[src/rtl/capture_window_ctrl.sv]
// capture_window_ctrl: logic-analyzer capture sequencer (arm, pre-trigger fill, trigger wait, post-trigger fill, stop)
// Ports: clk/rst_n (async active-low reset); sample_en, arm, abort, trig capture controls;
// wr_en/reg_addr/reg_in/reg_out register file (0 PRE_LEN, 1 POST_LEN, 2 trig_addr, 3 total_cnt);
// buf_we/buf_addr circular sample buffer write port; busy, done, trig_addr status.
module capture_window_ctrl #(
  parameter int CNT_BITS = 16
) (
  input  logic                clk,
  input  logic                rst_n,
  input  logic                sample_en,
  input  logic                arm,
  input  logic                abort,
  input  logic                trig,
  input  logic                wr_en,
  input  logic [1:0]          reg_addr,
  input  logic [CNT_BITS-1:0] reg_in,
  output logic [CNT_BITS-1:0] reg_out,
  output logic                buf_we,
  output logic [CNT_BITS-1:0] buf_addr,
  output logic                busy,
  output logic                done,
  output logic [CNT_BITS-1:0] trig_addr
);
  typedef enum logic [2:0] {IDLE, PRE, WAIT, POST, DONE} state_t;
  localparam logic [CNT_BITS-1:0] ONE = 1;
  state_t state, state_nx;
  logic [CNT_BITS-1:0] pre_len, post_len, pre_cnt, post_cnt, total_cnt;
  logic start;
  assign busy = (state == PRE) || (state == WAIT) || (state == POST);
  assign done = state == DONE;
  assign buf_we = sample_en && busy && !abort;
  assign start = arm && !abort && (state == IDLE || state == DONE);
  assign reg_out = reg_addr == 2'd0 ? pre_len :
                   reg_addr == 2'd1 ? post_len :
                   reg_addr == 2'd2 ? trig_addr : total_cnt;
  always_comb begin
    state_nx = state;
    if (abort) state_nx = IDLE;
    else
      case (state)
        IDLE, DONE: if (arm) state_nx = pre_len == '0 ? WAIT : PRE;
        PRE:        if (sample_en && pre_cnt + ONE == pre_len) state_nx = WAIT;
        WAIT:       if (sample_en && trig) state_nx = post_len == '0 ? DONE : POST;
        POST:       if (sample_en && post_cnt + ONE == post_len) state_nx = DONE;
        default:    state_nx = IDLE;
      endcase
  end
  always_ff @(posedge clk or negedge rst_n) begin
    if (!rst_n) begin
      state     <= IDLE;
      pre_len   <= '0;
      post_len  <= '0;
      trig_addr <= '0;
      buf_addr  <= '0;
      pre_cnt   <= '0;
      post_cnt  <= '0;
      total_cnt <= '0;
    end else begin
      state <= state_nx;
      if (wr_en && !busy && reg_addr == 2'd0) pre_len <= reg_in;
      if (wr_en && !busy && reg_addr == 2'd1) post_len <= reg_in;
      if (start) begin
        buf_addr  <= '0;
        total_cnt <= '0;
        pre_cnt   <= '0;
        post_cnt  <= '0;
      end else if (buf_we) begin
        buf_addr  <= buf_addr + ONE;
        total_cnt <= total_cnt + ONE;
        if (state == PRE) pre_cnt <= pre_cnt + ONE;
        if (state == POST) post_cnt <= post_cnt + ONE;
        if (state == WAIT && trig) trig_addr <= buf_addr;
      end
    end
  end
endmodule
[config.mk]
export PLATFORM = sky130hd
export DESIGN_NAME = capture_window_ctrl
export DESIGN_NICKNAME = d
export VERILOG_FILES = /design/src/rtl/capture_window_ctrl.sv
export SDC_FILE = /design/constraint.sdc
export NUM_CORES = 1
export LEC_CHECK = 0
export ABC_AREA = 1
export ABC_CLOCK_PERIOD_IN_PS = 3540
export CAP_MARGIN = 10
export CELL_PAD_IN_SITES_DETAIL_PLACEMENT = 0
export CELL_PAD_IN_SITES_GLOBAL_PLACEMENT = 1
export CORE_UTILIZATION = 45
export CTS_CLUSTER_SIZE = 40
export DETAILED_ROUTE_END_ITERATION = 10
export GPL_TIMING_DRIVEN = 0
export PLACE_DENSITY_LB_ADDON = 0.2
export SLEW_MARGIN = 20
export SYNTH_ARGS = -nofsm -noshare
export SYNTH_HDL_FRONTEND = slang
export SYNTH_SLANG_ARGS = --single-unit
[constraint.sdc]
create_clock -name clk -period 3.54 [get_ports clk]
set_clock_uncertainty 0.15 [all_clocks]
set_input_delay 0.531 -clock clk [delete_from_list [all_inputs] [get_ports clk]]
set_output_delay 0.531 -clock clk [all_outputs]
set_load 0.05 [all_outputs]
==> metrics <==
I/O pins=76; RSZ-0062 raised after global routing=false; Leak Pwr=roughly 3.8 nW; Hold Path Class=reg2reg; outcome=complete, no violations; Hold Slack=roughly 0.36 ns; Critical R2R Launch=pre_cnt[0]; Post-synth EDFFs=0; Period Utilization, post-route=0.973; max_slew headroom=0.601; Core Footprint=14100 um2; part of the Yosys area used for sequential elements=0.435; reg-to-reg slack, setup=roughly 0.94 ns; kind of critical path=in2out; Final WS setup=0.0947 ns; Routed Antenna Nets=0; Setup Fix Bufs, Post-CTS=0; worst slack at placement=-0.359 ns; num rows=43; number of synthesized register bits=115; worst-skew pair later-pin latency=around 0.42 ns; mean routed wirelength per cell=between 15 and 20 um; top sig layer=met4; post-layout util=0.583; clk buf depth=2; vias in the first global route=approximately 6000; Hold Path Origin=pre_len[2]; end point of the critical path=reg_out[3]; CP Capture Type=output port; die area=between 15000 and 20000 um2; ANT cells=0; Fin. Hold Viols=0; largest net degree at the start of global routing=75; fillers=roughly 1300; Die Span X=123 um; synthesized area=around 6600 um2; gr ovfl total=0; Die H=around 120 um; met3 routed WL=1.09 mm; most frequent cells in the layout=nand2_1 (221), inv_1 (128), dfrtp_1 (115), o21ai_0 (105); clock root buffer=clkbuf_16; RePlAce Congestion=a little over 0.9; Initial Util=0.470; CP max FO=7; Pwr Density=around 640 nW/um2; htree depth=4; commonest non-fill, non-tap cell in the layout=nand2_1; Async SR Flop Fraction=1.00; DR vias=approximately 6300; Worst-Margin Slew=0.599 ns; DRC=0; first-pass iteration count of the detailed router=7; Port Buf Inserts=between 70 and 80; min cycle time layout=roughly 3.4 ns; final WL=a little over 20 mm; first-pass GRT wire length=between 30 and 40 mm; Post-Layout Cell Count=about 1200; Synth Net Count=about 910; cell count of the worst reg-to-reg path=14; Peak VDD IR=about 0.40 mV; total global-route track usage=0.284; Yosys top cell area share=0.435; initial antenna violation count=0; Reg clk slew, reported paths=roughly 0.060 ns; met2 wire length=slightly above 9 mm; Slew Limit Fails=0; Clock Sink Count=115; dpl hpwl=roughly 15 mm; Ys Warns=0; dpl cells=1139; CTS tree=done; Synth area leaders=dfrtp_1 (43%), nand2_1 (13%), o21ai_0 (7.9%), inv_1 (7.3%), nand3_1 (4.6%); max frequency=0.290 GHz; CTS Buf Count=17; layout cells sized above 1=0.0918; DRT iter0 DRCs=488; CP startpoint=reg_addr[1]; reg-to-reg endpoint=state[0]; WP data required=about 2.9 ns; Worst EP arrival=approximately 2.8 ns; final setup fails=0; most used flip-flop cell after synthesis=dfrtp_1; # Max-Cap Violations=0; vias per cell=between 5 and 6; CP startpoint kind=primary input; Metal-1 WL=between 9 and 10 mm; Syn-to-layout area delta=24.2%; Yosys top cell by area=dfrtp_1; Syn Inst Count=a little under 900; Netlist cell types=47; nets=between 1000 and 1500; syn avg cell area=between 7 and 8 um2
-- logic make-up (layout without fill, tap and decap cells) --
kind of cell | after synthesis | in the layout | synth area share
muxes | 3 | 3 | 0.00510
buffers and inverters | 152 | 260 | 0.0866
DFF | 115 | 115 | 0.435
and+or+nand+nor | 419 | 419 | 0.295
AOI/OAI and AO/OA | 182 | 182 | 0.159
adders and majority gates | 4 | 4 | 0.00756
xor gates and xnor gates | 8 | 8 | 0.0127
-- timing repair --
| action | 4_1_cts | 5_1_grt |
|---|---|---|
| endpoints found under the hold margin | 41 | 0 |
| hold buffers | 1 | 0 |
| endpoints found under the setup margin | 12 | 15 |
| cloned | 0 | 0 |
| resized for setup | 24 | 25 |
-- metrics by stage --
| step | power (mW) | TNS, ns | cell area, um2 |
|---|---|---|---|
| 2_1_floorplan | 2.84 | 0 | 6620 |
| 3_3_place_gp | 3.44 | -342.66 | 7600 |
| 3_5_place_dp | 3.46 | -3.12 | 7620 |
| 4_1_cts | 5.26 | -0.0549 | 8240 |
| 5_1_grt | 5.53 | 0 | 8220 |
| 6_report | 5.24 | 0 | 8220 |
-- layout make-up --
class,instances,area (um2),area share
Multi-Input combinational cell,616,3170,0.385
Sequential cell,115,2880,0.350
Timing Repair Buffer,77,763,0.0928
Inverter,132,495,0.0602
Clock buffer,17,425,0.0517
Tap cell,180,225,0.0274
Clock inverter,14,188,0.0228
Buffer,20,80.1,0.00974
-- power by group --
group	switching, mW	leakage, nW	internal, mW
combinational	1.07	1.92	0.497
clock	0.651	0.291	1.17
sequential	0.301	1.55	1.56
total	2.02	3.76	3.22
-- per-layer routing --
layer / vias to the layer above / track usage
met5: - / 0
li1: 3135 / -
met3: 28 / 0.0627
met1: 2970 / 0.390
met4: 0 / 0.0994
met2: 181 / 0.442
-- synthesized netlist by cell type (2+ instances only) --
| cell | count |
|---|---|
| nand2_1 | 221 |
| inv_1 | 128 |
| dfrtp_1 | 115 |
| o21ai_0 | 105 |
| nand3_1 | 61 |
| nor2_1 | 61 |
| o22ai_1 | 23 |
| a21oi_1 | 21 |
| nand4_1 | 18 |
| clkbuf_1 | 17 |
| nor3_1 | 15 |
| o221ai_1 | 14 |
| nor2_2 | 8 |
| xor2_1 | 7 |
| nand2_2 | 6 |
| nor4_1 | 6 |
| nor2_4 | 5 |
| ha_1 | 4 |
| a211oi_1 | 3 |
| inv_2 | 3 |
| mux2_2 | 3 |
| nand2_4 | 3 |
| nand3_2 | 3 |
| nor3_2 | 3 |
| o21ai_2 | 3 |
| a22o_1 | 2 |
| a31oi_1 | 2 |
| buf_2 | 2 |
| nand4_4 | 2 |
| o21a_1 | 2 |
-- how the worst min path moves through the flow --
stage	cells after the start	to	slack [ns]
after floorplan	0	buf_addr[0]	0.09
after global placement	1	total_cnt[15]	0.34
after detailed placement	1	pre_cnt[13]	0.33
after CTS	2	pre_len[2]	0.36
after global routing	1	total_cnt[5]	0.38
final	2	pre_len[2]	0.36
-- state kept, by name, summed over array words and instances, names as in the netlist --
register and cells:
pre_len 16, buf_addr 16, pre_cnt 16, total_cnt 16, state 3, trig_addr 16, post_cnt 16, post_len 16
-- worst max-delay path: stages --
cell	delay, ns
clkdlybuf4s50_1	0.61
inv_1	0.11
nor2_1	0.10
inv_1	0.13
nand2_1	0.19
o221ai_1	0.14
o21ai_0	0.10
clkdlybuf4s50_1	0.85
Note: power is estimated with default switching activity, not from simulation.
